**src/rtl/code_onehot_display.sv**
```systemverilog
// rtl/code_onehot_display.sv - buffered {en,code} samples replayed as one-hot LEDs and a 7-segment digit
module code_onehot_display #(
  parameter int DEPTH = 4,
  parameter int HOLD  = 4
) (
  input  logic                     clk,
  input  logic                     rst,
  input  logic                     in_valid,
  output logic                     in_ready,
  input  logic                     in_en,
  input  logic [2:0]               in_code,
  output logic                     out_valid,
  output logic [7:0]               out_x,
  output logic [6:0]               out_hex,
  output logic [$clog2(DEPTH):0]   level
);

  localparam int AW = $clog2(DEPTH);
  localparam int HW = (HOLD > 1) ? $clog2(HOLD) : 1;
  localparam logic [AW:0]   FULL_COUNT = (AW + 1)'(DEPTH);
  localparam logic [HW-1:0] HOLD_LOAD  = HW'(HOLD - 1);
  localparam logic [6:0]    HEX_BLANK  = 7'b1111111;
  localparam logic [6:0]    HEX_DASH   = 7'b0111111;

  typedef enum logic {
    IDLE,
    SHOW
  } state_t;

  state_t          state;
  state_t          state_nxt;
  logic [3:0]      mem [DEPTH];
  logic [AW-1:0]   wptr;
  logic [AW-1:0]   rptr;
  logic [AW:0]     count;
  logic [HW-1:0]   hold_cnt;
  logic            push;
  logic            pop;
  logic            clear;
  logic [3:0]      rd_data;
  logic [7:0]      dec_x;
  logic [6:0]      dec_hex;

  // Full is judged on the registered count alone, so a same-cycle pop never frees a slot early.
  assign in_ready = (count < FULL_COUNT) && !rst;
  assign push     = in_valid && in_ready;
  assign level    = count;
  assign rd_data  = mem[rptr];

  // Decode the head entry into the LED and segment patterns that get loaded on a pop.
  always_comb begin
    dec_x   = 8'h00;
    dec_hex = HEX_DASH;
    if (rd_data[3]) begin
      dec_x = 8'b1 << rd_data[2:0];
      case (rd_data[2:0])
        3'd0:    dec_hex = 7'b1000000;
        3'd1:    dec_hex = 7'b1111001;
        3'd2:    dec_hex = 7'b0100100;
        3'd3:    dec_hex = 7'b0110000;
        3'd4:    dec_hex = 7'b0011001;
        3'd5:    dec_hex = 7'b0010010;
        3'd6:    dec_hex = 7'b0000010;
        default: dec_hex = 7'b1111000;
      endcase
    end
  end

  // Next state: pop whenever the display slot is free and data is waiting; reloads have no gap cycle.
  always_comb begin
    state_nxt = state;
    pop       = 1'b0;
    clear     = 1'b0;
    case (state)
      IDLE: begin
        if (count != '0) begin
          pop       = 1'b1;
          state_nxt = SHOW;
        end
      end
      SHOW: begin
        if (hold_cnt == '0) begin
          if (count != '0) begin
            pop = 1'b1;
          end else begin
            clear     = 1'b1;
            state_nxt = IDLE;
          end
        end
      end
      default: state_nxt = IDLE;
    endcase
  end

  // State register.
  always_ff @(posedge clk or posedge rst) begin
    if (rst) begin
      state <= IDLE;
    end else begin
      state <= state_nxt;
    end
  end

  // Sample storage; contents are don't-care until written, so no reset is needed.
  always_ff @(posedge clk) begin
    if (push) begin
      mem[wptr] <= {in_en, in_code};
    end
  end

  // Pointers wrap naturally; count is kept separately so full and empty never alias.
  always_ff @(posedge clk or posedge rst) begin
    if (rst) begin
      wptr  <= '0;
      rptr  <= '0;
      count <= '0;
    end else begin
      if (push) begin
        wptr <= wptr + 1'b1;
      end
      if (pop) begin
        rptr <= rptr + 1'b1;
      end
      case ({push, pop})
        2'b10:   count <= count + 1'b1;
        2'b01:   count <= count - 1'b1;
        default: count <= count;
      endcase
    end
  end

  // Hold counter: loaded on each pop, counts down to zero while a sample is on display.
  always_ff @(posedge clk or posedge rst) begin
    if (rst) begin
      hold_cnt <= '0;
    end else if (pop) begin
      hold_cnt <= HOLD_LOAD;
    end else if (state == SHOW && hold_cnt != '0) begin
      hold_cnt <= hold_cnt - 1'b1;
    end
  end

  // Display registers: load on pop, blank when the display goes idle.
  always_ff @(posedge clk or posedge rst) begin
    if (rst) begin
      out_valid <= 1'b0;
      out_x     <= 8'h00;
      out_hex   <= HEX_BLANK;
    end else if (pop) begin
      out_valid <= 1'b1;
      out_x     <= dec_x;
      out_hex   <= dec_hex;
    end else if (clear) begin
      out_valid <= 1'b0;
      out_x     <= 8'h00;
      out_hex   <= HEX_BLANK;
    end
  end

endmodule

```
**config.mk**
```make
export PLATFORM = sky130hd
export DESIGN_NAME = code_onehot_display
export DESIGN_NICKNAME = d
export VERILOG_FILES = /design/src/rtl/code_onehot_display.sv
export SDC_FILE = /design/constraint.sdc
export NUM_CORES = 1
export LEC_CHECK = 0
export ABC_AREA = 1
export CAP_MARGIN = 20
export CORE_ASPECT_RATIO = 1.25
export CORE_MARGIN = 8
export CORE_UTILIZATION = 35
export CTS_CLUSTER_SIZE = 12
export DETAILED_ROUTE_END_ITERATION = 16
export REMOVE_ABC_BUFFERS = 1
export SLEW_MARGIN = 5
export SYNTH_ARGS = -nofsm -noshare
export SYNTH_HDL_FRONTEND = slang
export SYNTH_SLANG_ARGS = --single-unit
```
**constraint.sdc**
```tcl
create_clock -name clk -period 3.3 [get_ports clk]
set_input_delay 0.66 -clock clk [delete_from_list [all_inputs] [get_ports clk]]
set_output_delay 0.66 -clock clk [all_outputs]
set_load 0.01 [all_outputs]
```
Word level (Yosys, flattened, before mapping)
Memories as Yosys holds them, arrays and structs flattened. Cells that the tools add are included.

Memories kept: 1. Bits of input ports: 7. RAM bits: 16. Register bits: 26. Word-level logic and storage cells: 58. Output and inout bits: 20.

Multiplexer cells: 22. $add $sub $neg: 5. $lt $le $gt $ge: 1. Equal/unequal tests: 8. Bitwise logic cells: 1. Reduce and logical (&&, ||, !) cells: 11. Shifts and indexed selects: 1.

Memory list: mem (depth 4, width 4, read ports 1, clocked after Yosys merged registers in 0, write ports 1, RTL line 32) `logic [3:0] mem [DEPTH];`.

Operators with widths (count): 7-bit case mux with 7 select lines (1); 8-bit two-way mux (3); 7-bit two-way mux (3); 1-bit two-way mux (10); 3-bit == test, second input constant (3); 2-bit nonzero test (4); 1-bit by 3-bit left shift with 8-bit output, first input constant (1); 3-bit by 2-bit == test with 1-bit output, second input constant (2); 3-bit case mux with 2 select lines (1); 2-bit by 1-bit adder with 2-bit output, second input constant (2); 2-bit two-way mux (2); 1-bit case mux with 2 select lines (2); 3-bit by 1-bit adder with 3-bit output, second input constant (1); 3-bit by 1-bit == test with 1-bit output, second input constant (1); 1-bit logical AND (3); 3-bit logical NOT (1); 3-bit < comparator, second input constant (1); 3-bit nonzero test (1); 3-bit by 1-bit subtractor with 3-bit output, second input constant (1); 2-bit by 1-bit == test with 1-bit output, second input constant (1); 2-bit == test, second input constant (1); 2-bit logical NOT (1); 2-bit by 1-bit subtractor with 2-bit output, second input constant (1); 1-bit logical NOT (1); 1-bit inverter (1).

Depth between registers and ports, before layout
Gate-level depths: netlist of the first run.

Word-level depth: 6. Depth in mapped cells: 12. Gate-level depth less buffers: 12.

Least setup slack after synthesis of the first run
OpenSTA, ideal clock, no wires.

Path type: input port to flip-flop. From: input rst. To: register count[2], in the netlist level[2]. Library setup time: 0.131 ns. Stages on the path: 8. Slack: 1.302 ns. Arrival time: 1.867 ns. Buffers on the path: 0. Required time: 3.169 ns. Path through: nor2_1 > nand2_1 > ha_1 > inv_1 > fa_1 > a21oi_1 > o21ai_0 > xor2_1.

Cells in the longest elaborated chain, start to end: 5. Elaborated cells on any way between the ends: 7. Classes of those cells: 2 x eq/ne; 1 x mux; 4 x reduce/logical.

RTL lines: start: declaration (RTL line 7) `input logic rst,`; 1-bit logical NOT (no line) (*); 1-bit logical AND (*) (RTL line 45) `assign in_ready = (count < FULL_COUNT) && !rst;`; 1-bit logical AND (*) (RTL line 46) `assign push = in_valid && in_ready;`; 2-bit by 1-bit == test with 1-bit output or 2-bit == test (tied branches) (RTL line 124) `case ({push, pop})`; 3-bit case mux with 2 select lines or 2-bit nonzero test (tied branches); end signal: assignment (RTL line 125) `2'b10: count <= count + 1'b1;`; end signal: assignment (RTL line 126) `2'b01: count <= count - 1'b1;`; end signal: assignment (RTL line 127) `default: count <= count;`; end: declaration (RTL line 35) `logic [AW:0] count;`.

Every way passes the cells marked *; elsewhere a longest branch is shown, timed or not. A chain may end at the register's enable or synchronous reset.

Worst setup path after layout of the first run
From: input rst. To: output in_ready.

Cells in the longest elaborated chain, start to end: 2.

RTL lines: 1-bit logical NOT (no line); 1-bit logical AND (RTL line 45); end: declaration (RTL line 9) `output logic in_ready,`.

Every way passes these cells.

==> results of run 1 <==
==> metrics by stage <==
stage | area (um2) | setup WS, ns | cells | util | power (mW)
2_1_floorplan | 1956 | 1.302 | 196 | - | 1.570
4_1_cts | 2397 | 0.8444 | 295 | 0.4405 | 2.275
6_report | 2397 | 0.8574 | 295 | 0.4405 | 2.234
5_1_grt | 2397 | 0.7996 | 295 | 0.4405 | 2.456
3_3_place_gp | 2303 | 0.7883 | 287 | 0.4232 | 1.910
3_5_place_dp | 2303 | 0.7065 | 287 | 0.4232 | 1.930
==> Yosys cell counts (2+ instances only) <==
cell,instances
o21ai_0,3
nor2_1,20
ha_1,6
nand2_2,10
a21oi_1,4
nor2_2,3
dfstp_2,7
inv_4,2
nor2_4,2
nand2_1,47
inv_2,3
o21ai_1,6
inv_1,20
nand2_4,3
nand3_2,4
edfxtp_1,16
nand3_1,12
dfrtp_1,19
xor2_1,3
==> sequential cells by signal, indices dropped and copies added (netlist names) <==
| name | flops |
|---|---|
| rptr | 2 |
| mem | 16 |
| level | 3 |
| state | 1 |
| out_hex | 7 |
| out_valid | 1 |
| out_x | 8 |
| hold_cnt | 2 |
| wptr | 2 |
==> layer usage <==
layer	part of all wire	up-vias	routed length, um	track usage
met5	0	-	0	0
met4	0.013	0	45	0.03659
met3	0.070	5	238	0.03728
met2	0.49	27	1668	0.1553
met1	0.42	605	1428	0.09390
li1	-	686	-	-
==> final cells by class <==
cell class,instances,area [um2]
Timing Repair Buffer,27,267.8
Multi-Input combinational cell,129,716.9
Clock buffer,6,82.58
Clock inverter,2,11.26
Tap cell,64,80.08
Fill cell,536,3045
Inverter,25,98.84
Sequential cell,42,1140
==> logic make-up after synthesis <==
kind of cell             Yosys count  synth area share
flip-flops                        42            0.5773
adder cells (fa/ha/maj)            7           0.04816
AND/OR/NAND/NOR                  103            0.2560
buffers and inverters             27           0.05957
AO/OA/AOI/OAI                     15           0.04119
XOR/XNOR                           4           0.01775
==> power by group <==
group | leakage [nW] | total (mW) | switching, mW | internal (mW)
combinational | 0.551 | 1.07 | 0.628 | 0.442
clock | 0.0515 | 0.339 | 0.170 | 0.169
sequential | 0.453 | 0.825 | 0.111 | 0.714
total | 1.05 | 2.23 | 0.909 | 1.32
==> critical path, cell delays in order <==
cell and delay [ns]:
clkdlybuf4s50_1 0.42, nor2_1 0.14, clkdlybuf4s50_1 0.56
==> worst paths after layout <==
check	from	to	slack [ns]
setup / recovery	rst	in_ready	0.86
hold / removal	out_hex[0]	out_hex[0]	0.47
setup reg to reg	hold_cnt[0]	level[2]	1.14
hold reg to reg	out_hex[0]	out_hex[0]	0.47
max in group asynchronous	rst	out_hex[3]	1.74
min in group asynchronous	rst	hold_cnt[1]	0.89
==> impl_metrics.csv, run 1 <==
group,metric,value,unit
placed_design,dp_hpwl,2704,um
placed_design,io_buffers,26,
worst_setup_path,path_max_fanout,2,
routing,vias,1323,
clocking,cts_max_level,2,
routing,drc,0,
logic_synthesis,ys.flop_type,"dfrtp_1",
routing,drt.antenna.violating_nets,0,
power,leakage,1.055,nW
worst_setup_path,crit_type,"input port to output pin",
logic_synthesis,avgSynthCellArea,9.972,um2
floorplan,start_util,0.3628,
clocking,ctsResizeCount,0,
grt,grt_pass1_wl,6182,um
routing,dr.pass1.iters,4,
clocking,cts.clk_slew.worst_paths,0.08,ns
final_layout,drive_gt1_frac,0.1948,
worst_setup_path,cp.arrival,1.78,ns
clocking,root_buffer,"clkbuf_8",
clocking,post_cts_buffers,0,
worst_setup_path,worst_setup_path_start_kind,"input port",
logic_synthesis,synth_edf_count,16,
timing,slew_viol_final,0,
routing,viasPerCell,4.485,
grt,antenna_found_initial,0,
logic_synthesis,ys_async_sr_fraction,0.6190,
timing,whs,0.4683,ns
final_layout,area_delta_synth_final,21.42,%
logic_synthesis,postSynthCellCount,198,
clocking,cts_hold_buf,0,
timing,rsz0062_at_grt,"false",
clocking,cts_made_buffers,5,
logic_synthesis,synth.distinct_cells,27,
clocking,cts.path.max_buffers,2,
grt,grt_usage,0.08971,
worst_setup_path,reg2regPathDepth,12,
floorplan,fp.dieW,83.18,um
worst_setup_path,required,2.64,ns
grt,grt_max_degree,24,
timing,fmax,409.4,MHz
power,power_density,931.9,mW/mm2
timing,finalCritPeriodShare,0.7402,
logic_synthesis,synth_seq_area_share,0.5773,
final_layout,diodes,0,
final_layout,final_cell_mix,"nand2_1 (47), clkdlybuf4s50_1 (26), inv_1 (20), nor2_1 (20), dfrtp_1 (19)",
worst_setup_path,end_kind,"output pin",
routing,dr.first_iter.drc_count,23,
worst_hold_path,hold_depth,2,
floorplan,num_rows,30,
final_layout,fin_nets,244,
floorplan,dieArea,0.008316,mm2
run,drv_cap,0,
final_layout,final_common_cell,"nand2_1",
floorplan,fp.coreArea,0.005443,mm2
timing,worst_slew_pin_slew,0.8571,ns
timing,hold_viol,0,
placed_design,gp_congestion,0.7607,
routing,routed_wl,3381,um
logic_synthesis,syn_area,0.001974,mm2
grt,overflow,0,
power,vdd_ir_drop_max,0.0004776,V
floorplan,die_h,99.98,um
grt,grt_pass1_vias,1400,
routing,avgRoutedWirePerCell,11.46,um
logic_synthesis,ys_warn_count,0,
worst_hold_path,hold_path_class,"flop to flop",
logic_synthesis,ys_ff_latch,42,
clocking,cts_tree,"built",
floorplan,pin_count,27,
timing,relSlewSlack,0.4280,
logic_synthesis,synth_top_area_cell,"edfxtp_1",
logic_synthesis,netlist.area_leader.share,0.2433,
logic_synthesis,synth_area_leaders,"edfxtp_1 (24%), dfrtp_1 (24%), dfstp_2 (9.3%), nand2_1 (8.9%), ha_1 (3.8%)",
timing,setup_viol,0,
clocking,cts.sinks,42,
timing,fin_skew,0.006062,ns
timing,tns,0,ns
status,status,"complete, no violations",
timing,period_minus_slack,2.443,ns
clocking,clock_latency,0.29,ns
Note: power is estimated with default switching activity, not from simulation.
==> run 2, diff against run 1 <==
==> constraint.sdc (replaced) <==
create_clock -name clk -period 2.13 [get_ports clk]
set_input_delay 0.426 -clock clk [delete_from_list [all_inputs] [get_ports clk]]
set_output_delay 0.426 -clock clk [all_outputs]
set_load 0.01 [all_outputs]
==> impl_metrics.csv, run 2 (synthesis results as in run 1) <==
group,metric,value,unit
worst_setup_path,rrSetupSlack,0.18,ns
placed_design,dp_slack,-0.02984,ns
routing,drc,0,
final_layout,regMostFlops,"mem",
timing,fmax,510.3,MHz
timing,whs,0.4709,ns
floorplan,dieArea,0.008316,mm2
worst_setup_path,path_max_fanout,2,
worst_setup_path,r2r_start,"hold_cnt[0]",
grt,grt_max_degree,27,
power,leakage,1.067,nW
final_layout,ff_latch_area,0.001140,mm2
final_layout,fin_nets,247,
worst_setup_path,cp.arrival,1.53,ns
grt,grt_usage,0.08456,
grt,grt_pass1_wl,5865,um
timing,setup_viol,0,
final_layout,top_regs,"mem (16), out_x (8), out_hex (7)",
timing,rsz0062_at_grt,"false",
grt,grt_pass1_vias,1354,
timing,slew_viol_final,0,
timing,worst_slew_pin_slew,0.4001,ns
final_layout,final_common_cell,"nand2_1",
routing,routed_wl,3374,um
timing,hold_viol,0,
final_layout,fin_util,0.4485,
routing,viasPerCell,4.507,
power,power_density,1475,mW/mm2
worst_setup_path,end_kind,"output pin",
clocking,cts_max_level,2,
routing,dr.pass1.iters,4,
floorplan,fp.coreArea,0.005443,mm2
clocking,cts.clk_slew.worst_paths,0.08,ns
worst_setup_path,worst_setup_path_start_kind,"input port",
worst_setup_path,reg2regPathDepth,12,
placed_design,gp_congestion,0.7532,
power,vdd_ir_drop_max,0.0006948,V
worst_hold_path,hold_depth,2,
final_layout,n_fill_cell,535,
worst_hold_path,worstHoldEndpoint,"out_hex[0]",
clocking,root_buffer,"clkbuf_8",
floorplan,die_h,99.98,um
worst_setup_path,required,1.70,ns
status,status,"complete, no violations",
timing,period_minus_slack,1.960,ns
routing,avgRoutedWirePerCell,11.32,um
final_layout,area_delta_synth_final,23.64,%
floorplan,pin_count,27,
timing,fin_ws,0.1705,ns
placed_design,io_buffers,26,
grt,antenna_found_initial,0,
final_layout,diodes,0,
timing,finalCritPeriodShare,0.9200,
clocking,cts.path.max_buffers,2,
clocking,cts.sinks,42,
routing,drt.antenna.violating_nets,0,
routing,vias,1343,
worst_hold_path,hp-start,"out_hex[0]",
routing,dr.first_iter.drc_count,33,
placed_design,dp_hpwl,2599,um
floorplan,start_util,0.3628,
worst_hold_path,hold_path_class,"flop to flop",
worst_setup_path,crit_type,"input port to output pin",
timing,fin_skew,0.008655,ns
floorplan,fp.dieW,83.18,um
final_layout,drive_gt1_frac,0.2094,
run,drv_cap,0,
floorplan,num_rows,30,
worst_setup_path,crit_path_start,"rst",
clocking,cts_tree,"built",
final_layout,largest_reg_flops,16,
final_layout,multiInputGateArea,721.9,um2
clocking,post_cts_buffers,0,
final_layout,final_cell_mix,"nand2_1 (47), clkdlybuf4s50_1 (26), inv_1 (20), nor2_1 (20), dfrtp_1 (19)",
timing,relSlewSlack,0.7332,
power,p_total,3.600,mW
grt,overflow,0,
clocking,clock_latency,0.29,ns
clocking,cts_made_buffers,5,
worst_setup_path,r2r-end,"level[2]",
==> run 2: changes by cell type in the layout (fill, tap and decap cells not counted), sizes merged <==
| cell | change |
|---|---|
| clkinvlp | +1 |
| clkinv | -1 |
| bufinv | +1 |
| buf | +3 |
| inv | -1 |
==> run 2: through the flow <==
| stage | std cells | TNS (ns) | instance area [um2] |
|---|---|---|---|
| 3_3_place_gp | 290 | 0 | 2326 |
| 5_1_grt | 298 | 0 | 2441 |
| 2_1_floorplan | 196 | 0 | 1956 |
| 6_report | 298 | 0 | 2441 |
| 3_5_place_dp | 290 | -0.02984 | 2326 |
| 4_1_cts | 298 | 0 | 2436 |
==> run 2: cell type report <==
| type | instances | area share |
|---|---|---|
| sequential | 42 | 0.4669 |
| multi-input combinational | 129 | 0.2957 |
| timing repair buffer | 30 | 0.1189 |
| inverter | 25 | 0.04049 |
| tap | 64 | 0.03280 |
| clock buffer | 6 | 0.02973 |
| clock inverter | 2 | 0.01538 |
==> run 2: worst max-delay path, cell delays in order <==
cell and delay, ns:
clkdlybuf4s50_1 0.42, nor2_1 0.13, clkdlybuf4s50_1 0.56
==> run 2: what timing repair did <==
action,CTS,global route
setup endpoints to repair,0,1
gates resized for setup,0,3
hold buffers,0,0
==> run 2: worst max-delay path by stage <==
stage	to	slack [ns]	depth (start not counted)
after floorplan	level[2]	0.16	12
after global placement	level[2]	0.02	9
after detailed placement	level[2]	-0.03	9
after CTS	level[2]	0.11	12
after global routing	level[2]	0.03	12
final	in_ready	0.17	3
==> run 2: routing by layer <==
| layer | vias to the layer above | global-route usage | wire length (um) | part of all wire |
|---|---|---|---|---|
| met4 | 0 | 0.03659 | 36 | 0.011 |
| met5 | - | 0 | 0 | 0 |
| li1 | 697 | - | - | - |
| met1 | 611 | 0.09145 | 1481 | 0.44 |
| met2 | 31 | 0.1445 | 1636 | 0.48 |
| met3 | 4 | 0.03160 | 220 | 0.065 |
==> run 2: power by group <==
group          internal [mW]  switching [mW]  total (mW)
registers               1.11           0.171        1.28
clock network          0.350           0.267       0.617
logic                  0.717           0.989        1.71
